<file path="src/rtl/det_event_capture.sv">
// det_event_capture
//
// Consumes the one-cycle detect pulse of the serial 10110 sequence detector.
// Each detection is timestamped with a free-running cycle counter. The
// timestamp is queued in a small first-word-fall-through FIFO, and the FIFO
// is read out over a valid/ready handshake. The block also keeps a saturating
// detection count, a sticky overflow flag and a level interrupt.
//
// Optional feature (macro DET_HOLDOFF_EN):
//   If the macro is defined, a two-state ARMED/HOLD FSM suppresses detections
//   for HOLDOFF cycles after each accepted one. If the macro is not defined,
//   every det_in=1 cycle is an event.
//
// Handshake: the head entry transfers on any rising edge with rd_valid=1 and
//   rd_ready=1. rd_valid depends only on FIFO state and never on rd_ready.
//   rd_ts is stable while rd_valid=1 and no pop occurs.
//
// Ports:
//   clk         in   rising-edge clock
//   rst         in   synchronous reset, active low
//   det_in      in   detect pulse, sampled every rising edge
//   clr         in   synchronous soft clear, active high; same effect as rst
//   rd_ready    in   consumer accepts the head entry
//   rd_valid    out  FIFO not empty
//   rd_ts       out  timestamp at the FIFO head (TS_W bits)
//   fifo_level  out  entries held, 0..DEPTH ($clog2(DEPTH)+1 bits)
//   det_count   out  accepted detections, saturating (CNT_W bits)
//   overflow    out  sticky: a detection was dropped because the FIFO was full
//   irq         out  level interrupt, equal to rd_valid
//
// Debug visibility: hold_state (only if DET_HOLDOFF_EN is defined) and the
// FIFO pointers are plain named internal signals, so a checker can bind to them.

module det_event_capture #(
    parameter int TS_W    = 16,
    parameter int DEPTH   = 4,
    parameter int CNT_W   = 8,
    parameter int HOLDOFF = 4
) (
    input  logic                     clk,
    input  logic                     rst,
    input  logic                     det_in,
    input  logic                     clr,
    input  logic                     rd_ready,
    output logic                     rd_valid,
    output logic [TS_W-1:0]          rd_ts,
    output logic [$clog2(DEPTH):0]   fifo_level,
    output logic [CNT_W-1:0]         det_count,
    output logic                     overflow,
    output logic                     irq
);

    localparam int IW = $clog2(DEPTH);  // index bits
    localparam int PW = IW + 1;         // pointer bits, MSB is the wrap bit

    // Catch invalid configurations during elaboration.
    if ((DEPTH < 2) || ((DEPTH & (DEPTH - 1)) != 0)) begin : g_bad_depth
        $error("det_event_capture: DEPTH must be a power of 2 and >= 2");
    end
    if (HOLDOFF < 1) begin : g_bad_holdoff
        $error("det_event_capture: HOLDOFF must be >= 1");
    end

    logic [TS_W-1:0] ts;
    logic [TS_W-1:0] mem [DEPTH];
    logic [PW-1:0]   wr_ptr;
    logic [PW-1:0]   rd_ptr;

    logic run;      // neither rst nor clr is active this cycle
    logic evt_en;   // detections are currently being accepted
    logic accept;
    logic empty;
    logic full;
    logic pop;
    logic push;
    logic drop;

    assign run = rst && !clr;

`ifdef DET_HOLDOFF_EN
    // The suppression window spans HOLDOFF cycles after an accepted event.
    // The counter is loaded with HOLDOFF-1 and counts down to 0. When it is
    // at 0 the FSM re-arms for the next cycle, so the next event can be
    // accepted no earlier than edge N+HOLDOFF+1.
    localparam int HC_W = (HOLDOFF > 1) ? $clog2(HOLDOFF) : 1;

    typedef enum logic {
        ARMED = 1'b0,
        HOLD  = 1'b1
    } hold_state_t;

    hold_state_t     hold_state;
    hold_state_t     hold_state_d;
    logic [HC_W-1:0] hold_cnt;
    logic [HC_W-1:0] hold_cnt_d;

    always_ff @(posedge clk) begin
        if (!run) begin
            hold_state <= ARMED;
            hold_cnt   <= '0;
        end else begin
            hold_state <= hold_state_d;
            hold_cnt   <= hold_cnt_d;
        end
    end

    always_comb begin
        hold_state_d = hold_state;
        hold_cnt_d   = hold_cnt;
        case (hold_state)
            ARMED: begin
                if (det_in) begin
                    hold_state_d = HOLD;
                    hold_cnt_d   = HC_W'(HOLDOFF - 1);
                end
            end
            HOLD: begin
                if (hold_cnt == '0) begin
                    hold_state_d = ARMED;
                end else begin
                    hold_cnt_d = hold_cnt - HC_W'(1);
                end
            end
            default: begin
                hold_state_d = ARMED;
                hold_cnt_d   = '0;
            end
        endcase
    end

    assign evt_en = (hold_state == ARMED);
`else
    assign evt_en = 1'b1;
`endif

    // FIFO status and transfer decisions
    assign empty = (wr_ptr == rd_ptr);
    assign full  = (wr_ptr[IW-1:0] == rd_ptr[IW-1:0]) && (wr_ptr[IW] != rd_ptr[IW]);

    assign accept = run && det_in && evt_en;
    assign pop    = run && !empty && rd_ready;
    // When a pop happens in the same cycle, a full FIFO still has room.
    assign push   = accept && (!full || pop);
    assign drop   = accept && full && !pop;

    // Counters, pointers, and flags
    always_ff @(posedge clk) begin
        if (!run) begin
            ts        <= '0;
            wr_ptr    <= '0;
            rd_ptr    <= '0;
            det_count <= '0;
            overflow  <= 1'b0;
        end else begin
            ts <= ts + TS_W'(1);
            if (push) begin
                wr_ptr <= wr_ptr + PW'(1);
            end
            if (pop) begin
                rd_ptr <= rd_ptr + PW'(1);
            end
            if (accept && (det_count != {CNT_W{1'b1}})) begin
                det_count <= det_count + CNT_W'(1);
            end
            if (drop) begin
                overflow <= 1'b1;
            end
        end
    end

    // Storage is cleared only by rst, so rd_ts is never X. After a clr the
    // old contents stay, but rd_valid=0 masks them.
    always_ff @(posedge clk) begin
        if (!rst) begin
            for (int i = 0; i < DEPTH; i++) begin
                mem[i] <= '0;
            end
        end else if (push) begin
            mem[wr_ptr[IW-1:0]] <= ts;
        end
    end

    // Outputs
    assign rd_valid   = !empty;
    assign irq        = !empty;
    assign rd_ts      = mem[rd_ptr[IW-1:0]];
    assign fifo_level = wr_ptr - rd_ptr;

endmodule

</file>
<file path="config.mk">
export PLATFORM = sky130hd
export DESIGN_NAME = det_event_capture
export DESIGN_NICKNAME = d
export VERILOG_FILES = /design/src/rtl/det_event_capture.sv
export SDC_FILE = /design/constraint.sdc
export NUM_CORES = 1
export LEC_CHECK = 0
export CORE_ASPECT_RATIO = 0.6
export CORE_MARGIN = 3
export CORE_UTILIZATION = 52
export DETAILED_ROUTE_END_ITERATION = 7
export HOLD_SLACK_MARGIN = 0.06
export PLACE_DENSITY = 0.84
export SYNTH_ARGS = -nofsm -noshare
export SYNTH_HDL_FRONTEND = slang
export SYNTH_SLANG_ARGS = --single-unit
export TNS_END_PERCENT = 1
</file>
<file path="constraint.sdc">
create_clock -name clk -period 3.5 [get_ports clk]
set_input_delay 1.05 -clock clk [delete_from_list [all_inputs] [get_ports clk]]
set_output_delay 1.05 -clock clk [all_outputs]
set_load 0.01 [all_outputs]
</file>
=== Word level (Yosys, flattened, before mapping) ===
Memory sizes are Yosys's and may differ from the RTL's. A register that Yosys moved wholly into a read port is not among the register bits.
Cells that the tools add are included.

* Flip-flop bits (word level): 31
* RAM bits: 64
* Input port bits: 5
* Logic and storage cells: 39
* Memories kept: 1

{| class="wikitable"
|+ Memories
! name !! depth !! bits a word !! rd ports !! clocked after memory_dff !! write ports !! line !! text
|-
| mem || 4 || 16 || 1 || 1 || 4 || 65 || <nowiki>logic [TS_W-1:0] mem [DEPTH];</nowiki>
|}

* Add/sub/neg operators: 5
* Equal/unequal tests: 4
* Muxes and demuxes: 9
* Reduce and logical (&&, ||, !) cells: 15

{| class="wikitable"
|+ Operators by type and width
! kind !! number
|-
| 16-bit by 1-bit adder with 16-bit output, second input constant || 1
|-
| 16-bit 2-to-1 mux || 1
|-
| 16-bit OR reduction || 1
|-
| 1-bit logical AND || 9
|-
| 8-bit by 1-bit adder with 8-bit output, second input constant || 1
|-
| 8-bit != test, second input constant || 1
|-
| 3-bit by 1-bit adder with 3-bit output, second input constant || 2
|-
| 2-bit 2-to-1 mux || 3
|-
| 1-bit 2-to-1 mux || 5
|-
| 1-bit logical NOT || 4
|-
| 3-bit equality test || 1
|-
| 3-bit subtractor || 1
|-
| 2-bit equality test || 1
|-
| 1-bit logical OR || 1
|-
| 1-bit != test || 1
|}

=== Logic depth before layout (Yosys ltp) ===
Gate-level depths: netlist of the first run.

* Word-level depth: 11
* Mapped depth: 6

=== Least setup slack after synthesis of the first run ===
Ideal clock, no wire load.

* Kind: input to register
* From: input port det_in
* To: memory mem[3][0], enable pin
* Arrival: 3.187 ns
* Path slack: -0.123 ns
* Stages: 3
* Cells stage by stage: buf_2 > o21ai_4 > o41ai_1

{| class="wikitable"
|+ RTL lines
! item !! line !! text
|-
| start, declared || 42 || <nowiki>input logic det_in,</nowiki>
|-
| end, declared || 65 ||
|}

=== Worst setup path after layout of the first run ===
* From: register wr_ptr[0]
* To: output port fifo_level[2]

* Longest elaborated chain between the ends: 1

{| class="wikitable"
|+ RTL lines
! item !! line !! text
|-
| start, declared || 66 || <nowiki>logic [PW-1:0] wr_ptr;</nowiki>
|-
| start signal, assigned || 157 || <nowiki>wr_ptr <= wr_ptr + PW'(1);</nowiki>
|-
| 3-bit subtractor || 187 || <nowiki>assign fifo_level = wr_ptr - rd_ptr;</nowiki>
|-
| end, declared || 47 || <nowiki>output logic [$clog2(DEPTH):0] fifo_level,</nowiki>
|}

Every way passes these cells.

==> results of run 1 <==
==> cell usage after synthesis, drive strengths merged, types with 2 or more instances <==
| master | instances |
|---|---|
| nand4 | 5 |
| nand3 | 7 |
| nand2 | 33 |
| o2111ai | 3 |
| a31oi | 4 |
| o211ai | 2 |
| dfxtp | 33 |
| mux4 | 16 |
| mux2i | 13 |
| a21oi | 8 |
| nor2b | 3 |
| xnor2 | 4 |
| and4 | 2 |
| nor4 | 4 |
| and2 | 3 |
| a211oi | 2 |
| or3 | 4 |
| and3 | 3 |
| ha | 6 |
| inv | 11 |
| buf | 12 |
| a311oi | 2 |
| nand2b | 8 |
| nor3 | 3 |
| or4 | 2 |
| edfxtp | 64 |
| clkbuf | 6 |
| o31ai | 2 |
| o21ai | 8 |
| nor2 | 68 |
==> area by class of cell <==
type / count / area (sq um) / share of cell area [%]
Clock buffer: 11 / 264 / 5.09
Clock inverter: 5 / 37.5 / 0.723
Multi-Input combinational cell: 228 / 1690 / 32.6
Tap cell: 108 / 135 / 2.60
Timing Repair Buffer: 47 / 438 / 8.44
Sequential cell: 97 / 2580 / 49.7
Inverter: 11 / 41.3 / 0.795
==> registers in the layout, summed over array words and instances (netlist names), named ones only <==
register,count
mem,64
ts,16
det_count,8
rd_ptr,3
wr_ptr,3
overflow,1
==> cells by family (layout without fill, tap and decap cells) <==
group / count (synthesis) / after routing / synth area share (%)
xor gates and xnor gates: 5 / 5 / 1.42
and+or+nand+nor: 150 / 150 / 15.8
DFF: 97 / 97 / 58.6
muxes: 29 / 29 / 11.1
AOI/OAI and AO/OA: 37 / 37 / 7.38
adders and majority gates: 7 / 7 / 2.16
buffers and inverters: 29 / 74 / 3.52
==> final timing paths <==
| kind | slack, ns | cells past startpoint | to | startpoint |
|---|---|---|---|---|
| hold reg to reg | 0.46 | 1 | overflow | overflow |
| setup reg to reg | 1.19 | 6 | mem[2][11] | wr_ptr[0] |
| hold / removal | 0.46 | 1 | overflow | overflow |
| setup / recovery | 0.16 | 5 | fifo_level[2] | wr_ptr[0] |
==> stage by stage <==
| stage | std cells | hold WS, ns |
|---|---|---|
| 2_1_floorplan | 354 | 0.441 |
| 3_3_place_gp | 491 | 0.448 |
| 3_5_place_dp | 491 | 0.453 |
| 4_1_cts | 507 | 0.469 |
| 5_1_grt | 507 | 0.483 |
| 6_report | 507 | 0.463 |
==> layer usage <==
metal | global-route usage [%] | vias to the layer above | wire, um
met4 | 8.12 | 0 | 174
met5 | 0 | - | 0
met3 | 6.12 | 19 | 771
met2 | 34.3 | 147 | 4580
li1 | - | 1384 | -
met1 | 29.5 | 1489 | 4310
==> power groups by stage <==
stage               registers [mW]  clock network [mW]  logic (mW)
finish                        1.26               0.971       0.160
global route                  1.27                1.04       0.171
CTS                           1.26               0.984       0.160
detailed placement            1.29                   0       0.158
global placement              1.29                   0       0.155
floorplan                     1.28                   0      0.0933
==> worst max-delay path: stages, from the launching register on <==
cell                              delay (ns)
sky130_fd_sc_hd__dfxtp_1                0.45
sky130_fd_sc_hd__inv_2                  0.15
sky130_fd_sc_hd__ha_1                   0.23
sky130_fd_sc_hd__fa_1                   0.37
sky130_fd_sc_hd__xnor2_1                0.17
sky130_fd_sc_hd__clkdlybuf4s50_1        0.56
==> placed cells by master, fill, tap and decap left out, drive strengths merged, types with 11 or more instances in the layout <==
cell	synthesis	final
mux4	16	16
inv	11	11
clkdlybuf4s50	0	34
clkbuf	6	11
buf	12	13
mux2i	13	13
nand2	33	33
edfxtp	64	64
nor2	68	68
dfxtp	33	33
==> results.py, run 1 <==
metrics = {
    "synth": {
        "synth_cells": 354,
        "synth_area_leaders": "sky130_fd_sc_hd__edfxtp_1 (44%), sky130_fd_sc_hd__dfxtp_1 (15%), sky130_fd_sc_hd__mux4_2 (8.2%)",
        "syn_nets": 366,
        "synth_enable_flop_cells": 64,
        "synth_top_area_cell": "sky130_fd_sc_hd__edfxtp_1",
        "async_flop_share_pct": 0,
        "synth.top_cell.area_share_pct": 43.6,
        "ys_types": 49,
        "ys.warnings.count": 0,
        "ys_seq_elements": 97,
        "synth.cell_area_sq_um": 4410,
        "ys_seq_area_share_pct": 58.6,
        "dominantRegCellSynth": "sky130_fd_sc_hd__edfxtp_1",
        "syn-mean-instance-area_sq_um": 12.5,
    },
    "grt": {
        "global_route_total_usage_across_every_layer_pct": 21.9,
        "grt_antenna_before_repair": 0,
        "grt_max_degree": 21,
        "grt_overflow_total": 0,
        "grt_pass1_vias": 3015,
        "wire_length_of_the_first_global_routing_pass_mm": 16.1,
    },
    "power_and_ir_drop": {
        "report.power.total_mw": 2.40,
        "power-per-cell-area_nw_per_um2": 461,
        "share_comb_of_total_power_pct": 6.7,
        "power.share.clock_pct": 40.5,
        "power.ir.vdd_worst_mv": 0.220,
        "leakage_power_total_nw": 1.73,
        "power.share.switching_pct": 22.1,
        "cellInternalPower_mw": 1.87,
        "sequentialPowerShare_pct": 52.8,
        "switchingPower_mw": 0.529,
    },
    "cts": {
        "post-cts-setup-buffer-count": 0,
        "cts-hold-fix-buffers": 0,
        "cts-resized-gates": 0,
        "clock_tree.htree_level_count": 3,
        "tritoncts.num_buffers": 9,
        "path_clk_slew_ns": 0.07,
        "clock_sinks": 97,
        "clock-root-buffer": "sky130_fd_sc_hd__clkbuf_16",
        "clock_insertion_delay_worst_skew_ns": 0.35,
        "cts-root-to-sink-buffers": 2,
        "cts_tree": "yes",
    },
    "setup_path": {
        "critPathRequiredTime_ns": 2.45,
        "timing.setup.critical_path_class": "flop to output port",
        "path_max_fanout": 5,
        "timing.critical_path.arrival_ns": 2.29,
        "endpoint_kind": "output port",
        "worstSetupStartpointType": "flop",
    },
    "sta": {
        "achievable-frequency_mhz": 300,
        "worst_clock_skew_ns": 0.00727,
        "finalWorstPathRequiredPeriod_ns": 3.34,
        "slew-limit-headroom_pct": 53.5,
        "worstMarginPinSlew_ns": 0.695,
        "final_hold_vios": 0,
        "min_period_over_period_pct": 95.3,
        "worst_slack_ns": 0.164,
        "grt_setup_unrepaired": "false",
        "timing_max_transition_violations_final": 0,
        "finalSetupTns_ns": 0,
        "setup_viol": 0,
    },
    "drt": {
        "detailedRoute.firstIterationViolations": 345,
        "avgRoutedWirePerCell_um": 19.4,
        "routed_via_density": 5.99,
        "drt_pre_antenna_iters": 5,
        "vias": 3039,
        "drt.antenna.violating_nets": 0,
        "drt_drc_violations_left": 0,
        "totalWireLength_mm": 9.84,
    },
    "die": {
        "chipHeight_um": 77.3,
        "initial_core_util_pct": 54.8,
        "core_area_sq_um": 8040,
        "ios": 35,
        "die_area_sq_um": 9660,
        "die_width_um": 125,
        "num_rows": 25,
    },
    "run": {
        "maxCapViolations": 0,
    },
    "cells_and_area": {
        "syn_to_final_growth_pct": 17.7,
        "final_cell_area_sq_um": 5190,
        "final_util_pct": 64.6,
        "drive_gt1_share_pct": 14.3,
        "num_antenna_cells": 0,
        "num-fill-cells": 593,
        "finish.net_count": 406,
    },
    "outcome": {
        "status": "finished, final reports clean",
    },
    "placed_design": {
        "port_buffers": 34,
        "gp_routability_congestion": 0.859,
        "placed_area_sq_um": 4890,
        "final_hpwl_dp_mm": 6.49,
        "dpl_worst_slack_ns": 0.455,
    },
    "min_path": {
        "holdCritPathClass": "flop to flop",
    },
}
Note: power is estimated with default switching activity, not from simulation.
==> run 2: changes to the inputs <==
Settings changed: CORE_MARGIN 3 to 5.
==> results.py, run 2 (same netlist as run 1, synthesis figures left out) <==
metrics = {
    "cts": {
        "clock-root-buffer": "sky130_fd_sc_hd__clkbuf_16",
        "cts-root-to-sink-buffers": 2,
        "cts_tree": "yes",
        "path_clk_slew_ns": 0.07,
        "cts-hold-fix-buffers": 0,
        "clock_sinks": 97,
        "tritoncts.num_buffers": 9,
        "clock_insertion_delay_worst_skew_ns": 0.34,
        "cts-resized-gates": 0,
        "clock_tree.htree_level_count": 3,
        "post-cts-setup-buffer-count": 0,
    },
    "die": {
        "ios": 35,
        "num_rows": 26,
        "die_width_um": 129,
        "chipHeight_um": 81.3,
        "initial_core_util_pct": 52.5,
        "die_area_sq_um": 10500,
        "core_area_sq_um": 8390,
    },
    "setup_path": {
        "reg2regPathDepth": 6,
        "worstSetupStartpointType": "flop",
        "critPathRequiredTime_ns": 2.45,
        "capture_point_of_the_worst_reg_to_reg_path": "mem[1][7]",
        "endpoint_kind": "output port",
        "timing.setup.critical_path_class": "flop to output port",
        "rr_startpoint": "wr_ptr[0]",
        "ff2ff_setup_slack_ns": 1.18,
        "timing.critical_path.arrival_ns": 2.33,
        "path_max_fanout": 5,
    },
    "cells_and_area": {
        "num_antenna_cells": 0,
        "finish.net_count": 406,
        "largest_register_ff_count": 64,
        "final_util_pct": 62.0,
        "num-fill-cells": 673,
        "drive_gt1_share_pct": 14.0,
        "top_library_cells_by_usage_in_the_layout_fill_and_taps_aside": "sky130_fd_sc_hd__nor2_1 (68), sky130_fd_sc_hd__edfxtp_1 (64), sky130_fd_sc_hd__clkdlybuf4s50_1 (34)",
        "largest-register": "mem",
        "layout.cells.most_common": "sky130_fd_sc_hd__nor2_1",
        "finalNonFillerCells": 511,
        "syn_to_final_growth_pct": 18.0,
        "largestRegisters": "mem x64, ts x16, det_count x8",
        "final_cell_area_sq_um": 5200,
    },
    "min_path": {
        "hold_end": "overflow",
        "holdCritStartpoint": "overflow",
        "holdCritPathClass": "flop to flop",
        "worstHoldPathCells": 1,
    },
    "placed_design": {
        "final_hpwl_dp_mm": 6.41,
        "dpl_worst_slack_ns": 0.484,
        "gp_routability_congestion": 0.780,
        "placedCellCount": 495,
        "port_buffers": 34,
        "placed_area_sq_um": 4890,
    },
    "sta": {
        "worst_clock_skew_ns": 0.00773,
        "worst_slack_ns": 0.121,
        "worstMarginPinSlew_ns": 0.676,
        "grt_setup_unrepaired": "false",
        "timing_max_transition_violations_final": 0,
        "slew-limit-headroom_pct": 54.8,
        "final_hold_vios": 0,
        "achievable-frequency_mhz": 296,
        "setup_viol": 0,
        "final.hold.worst_slack_ns": 0.475,
        "min_period_over_period_pct": 96.5,
        "finalSetupTns_ns": 0,
        "finalWorstPathRequiredPeriod_ns": 3.38,
    },
    "drt": {
        "drt_pre_antenna_iters": 5,
        "avgRoutedWirePerCell_um": 18.2,
        "routed_via_density": 5.78,
        "vias": 2956,
        "drt_drc_violations_left": 0,
        "detailedRoute.firstIterationViolations": 245,
        "totalWireLength_mm": 9.29,
        "drt.antenna.violating_nets": 0,
    },
    "outcome": {
        "status": "finished, final reports clean",
    },
    "grt": {
        "grt_max_degree": 22,
        "wire_length_of_the_first_global_routing_pass_mm": 15.4,
        "grt_overflow_total": 0,
        "grt_antenna_before_repair": 0,
        "grt_pass1_vias": 2972,
        "global_route_total_usage_across_every_layer_pct": 19.5,
    },
    "run": {
        "maxCapViolations": 0,
    },
    "power_and_ir_drop": {
        "leakage_power_total_nw": 1.74,
        "report.power.total_mw": 2.41,
        "power-per-cell-area_nw_per_um2": 463,
        "power.ir.vdd_worst_mv": 0.297,
    },
}
## run 2: cell count changes in the layout (fill, tap and decap cells not counted), sizes merged
cell	delta
bufinv	+1
clkbuf	-1
## run 2: cell type report
class	instances	area [sq um]	share of cell area [%]
Sequential cell	97	2580	49.7
Multi-Input combinational cell	228	1690	32.5
Timing Repair Buffer	47	438	8.42
Clock buffer	10	239	4.59
Tap cell	112	140	2.69
Clock inverter	6	67.6	1.30
Inverter	11	41.3	0.794
## run 2: critical path, stage by stage, from the launching register on
cell and delay [ns]:
sky130_fd_sc_hd__dfxtp_1 0.43, sky130_fd_sc_hd__inv_1 0.20, sky130_fd_sc_hd__ha_1 0.26, sky130_fd_sc_hd__fa_1 0.38, sky130_fd_sc_hd__xnor2_1 0.16, sky130_fd_sc_hd__clkdlybuf4s50_1 0.55
## run 2: worst max-delay path by stage
stage | start | to | slack, ns | depth (start not counted)
final | wr_ptr[0] | fifo_level[2] | 0.12 | 5
after global routing | wr_ptr[0] | fifo_level[2] | 0.02 | 5
after CTS | wr_ptr[0] | fifo_level[2] | 0.11 | 5
after detailed placement | wr_ptr[0] | fifo_level[2] | 0.48 | 5
after global placement | wr_ptr[0] | fifo_level[2] | 0.52 | 5
after floorplan | det_in | mem[0][0] | 0.39 | 3
## run 2: power by group
group	internal [mW]	switching [mW]	total (mW)	leakage, nW
sequential	1.25	0.0136	1.26	0.932
combinational	0.0703	0.0876	0.158	0.659
clock	0.574	0.414	0.988	0.145
total	1.89	0.515	2.41	1.74
## run 2: metal layers
metal  part of all wire (%)  wire (um)  vias up  GRT usage [%]
met5                      0          0        -              0
met4                    1.3        119        0           5.66
met3                    8.6        803       14           6.31
met2                     46       4320       96           30.9
met1                     44       4050     1466           25.9
li1                       -          -     1380              -
==> run 3: changes to the inputs <==
Settings changed: MAX_ROUTING_LAYER from default to met4.
==> results.py, run 3 (same netlist as run 1, synthesis figures left out) <==
metrics = {
    "power_and_ir_drop": {
        "power-per-cell-area_nw_per_um2": 464,
        "sequentialPowerShare_pct": 52.4,
        "leakage_power_total_nw": 1.74,
        "share_comb_of_total_power_pct": 6.5,
        "switchingPower_mw": 0.517,
        "power.share.clock_pct": 41.0,
        "power.share.switching_pct": 21.4,
        "power.ir.vdd_worst_mv": 0.297,
        "report.power.total_mw": 2.41,
        "cellInternalPower_mw": 1.89,
    },
    "cts": {
        "cts_tree": "yes",
        "cts-hold-fix-buffers": 0,
        "cts-root-to-sink-buffers": 2,
        "path_clk_slew_ns": 0.07,
        "clock_sinks": 97,
        "cts-resized-gates": 0,
        "clock_insertion_delay_worst_skew_ns": 0.35,
        "tritoncts.num_buffers": 9,
        "clock_tree.htree_level_count": 3,
        "post-cts-setup-buffer-count": 0,
        "clock-root-buffer": "sky130_fd_sc_hd__clkbuf_16",
    },
    "drt": {
        "drt_pre_antenna_iters": 4,
        "detailedRoute.firstIterationViolations": 257,
        "routed_via_density": 5.80,
        "vias": 2964,
        "drt.antenna.violating_nets": 0,
        "avgRoutedWirePerCell_um": 18.1,
        "drt_drc_violations_left": 0,
        "totalWireLength_mm": 9.25,
    },
    "cells_and_area": {
        "num-fill-cells": 673,
        "layout.area.seq_sq_um": 2580,
        "num_antenna_cells": 0,
        "multi_input_area_sq_um": 1690,
        "drive_gt1_share_pct": 14.0,
        "largest-register": "mem",
        "finish.net_count": 406,
        "largest_register_ff_count": 64,
        "largestRegisters": "mem x64, ts x16, det_count x8",
        "top_library_cells_by_usage_in_the_layout_fill_and_taps_aside": "sky130_fd_sc_hd__nor2_1 (68), sky130_fd_sc_hd__edfxtp_1 (64), sky130_fd_sc_hd__clkdlybuf4s50_1 (34)",
        "finalNonFillerCells": 511,
        "final_util_pct": 62.0,
        "syn_to_final_growth_pct": 18.0,
        "layout.cells.most_common": "sky130_fd_sc_hd__nor2_1",
    },
    "sta": {
        "timing_max_transition_violations_final": 0,
        "setup_viol": 0,
        "grt_setup_unrepaired": "false",
        "worst_clock_skew_ns": 0.00852,
        "slew-limit-headroom_pct": 56.1,
        "achievable-frequency_mhz": 296,
        "worstMarginPinSlew_ns": 0.657,
        "worst_slack_ns": 0.119,
        "final_hold_vios": 0,
        "finalSetupTns_ns": 0,
        "min_period_over_period_pct": 96.6,
        "finalWorstPathRequiredPeriod_ns": 3.38,
    },
    "setup_path": {
        "timing.critical_path.arrival_ns": 2.33,
        "path_max_fanout": 5,
        "worstSetupStartpointType": "flop",
        "rr_startpoint": "wr_ptr[0]",
        "reg2regPathDepth": 6,
        "worstSetupStartpoint": "wr_ptr[0]",
        "ff2ff_setup_slack_ns": 1.18,
        "worst_path_max_delay_cell": "sky130_fd_sc_hd__clkdlybuf4s50_1",
        "critical_path.top_delay_family": "buffers and inverters",
        "slowest_delay_ns": 0.55,
        "critPathRequiredTime_ns": 2.45,
        "timing.critical_path.cells": "inv_1, ha_1, fa_1, xnor2_1, clkdlybuf4s50_1",
        "endpoint_kind": "output port",
        "timing.setup.critical_path_class": "flop to output port",
        "capture_point_of_the_worst_reg_to_reg_path": "mem[1][7]",
        "timing.critical_path.buf_inv": 2,
    },
    "min_path": {
        "worstHoldPathCells": 1,
        "holdCritPathClass": "flop to flop",
        "hold_end": "overflow",
        "holdCritStartpoint": "overflow",
    },
    "run": {
        "maxCapViolations": 0,
    },
    "die": {
        "chipHeight_um": 81.3,
        "die_width_um": 129,
        "core_area_sq_um": 8390,
        "die_area_sq_um": 10500,
        "num_rows": 26,
        "initial_core_util_pct": 52.5,
        "ios": 35,
    },
    "outcome": {
        "status": "finished, final reports clean",
    },
    "placed_design": {
        "gp_routability_congestion": 0.791,
        "placedCellCount": 495,
        "dpl_worst_slack_ns": 0.484,
        "final_hpwl_dp_mm": 6.41,
        "port_buffers": 34,
    },
    "grt": {
        "grt_max_degree": 22,
        "top_usage_layer": "met2",
        "grt_overflow_total": 0,
        "grt_util_met3_pct": 5.78,
        "grt_antenna_before_repair": 0,
        "met1_usage_pct": 26.3,
        "global_route_total_usage_across_every_layer_pct": 20.1,
        "wire_length_of_the_first_global_routing_pass_mm": 15.4,
        "gr-usage-met2_pct": 30.9,
        "grt_pass1_vias": 2974,
    },
}
run 3: cell counts in the layout (fill, tap and decap cells not counted):
No cell type changed its count.
run 3: area by class of cell:
| cell class | count | area share, % |
|---|---|---|
| Tap cell | 112 | 2.69 |
| Clock buffer | 10 | 4.59 |
| Multi-Input combinational cell | 228 | 32.5 |
| Inverter | 11 | 0.794 |
| Clock inverter | 6 | 1.30 |
| Sequential cell | 97 | 49.7 |
| Timing Repair Buffer | 47 | 8.42 |
run 3: power groups by stage:
stage / clock network [mW] / logic, mW / registers, mW
2_1_floorplan: 0 / 0.0933 / 1.28
3_3_place_gp: 0 / 0.155 / 1.29
3_5_place_dp: 0 / 0.159 / 1.29
4_1_cts: 1.00 / 0.160 / 1.26
5_1_grt: 1.06 / 0.170 / 1.27
6_report: 0.990 / 0.157 / 1.26
run 3: worst max path at each step:
stage | slack [ns] | cells after the start | to
6_report | 0.12 | 5 | fifo_level[2]
4_1_cts | 0.11 | 5 | fifo_level[2]
2_1_floorplan | 0.39 | 3 | mem[0][0]
3_5_place_dp | 0.48 | 5 | fifo_level[2]
5_1_grt | 0.02 | 5 | fifo_level[2]
3_3_place_gp | 0.52 | 5 | fifo_level[2]
run 3: stage by stage:
| step | hold slack (ns) | instance area, sq um |
|---|---|---|
| after floorplan | 0.441 | 4420 |
| after global placement | 0.448 | 4890 |
| after detailed placement | 0.459 | 4890 |
| after CTS | 0.478 | 5200 |
| after global routing | 0.515 | 5200 |
| final | 0.474 | 5200 |
run 3: metal layers:
| layer | part of all wire [%] | up-vias |
|---|---|---|
| li1 | - | 1385 |
| met1 | 44 | 1474 |
| met2 | 47 | 93 |
| met3 | 8.0 | 12 |
| met4 | 1.3 | 0 |
| met5 | 0 | - |
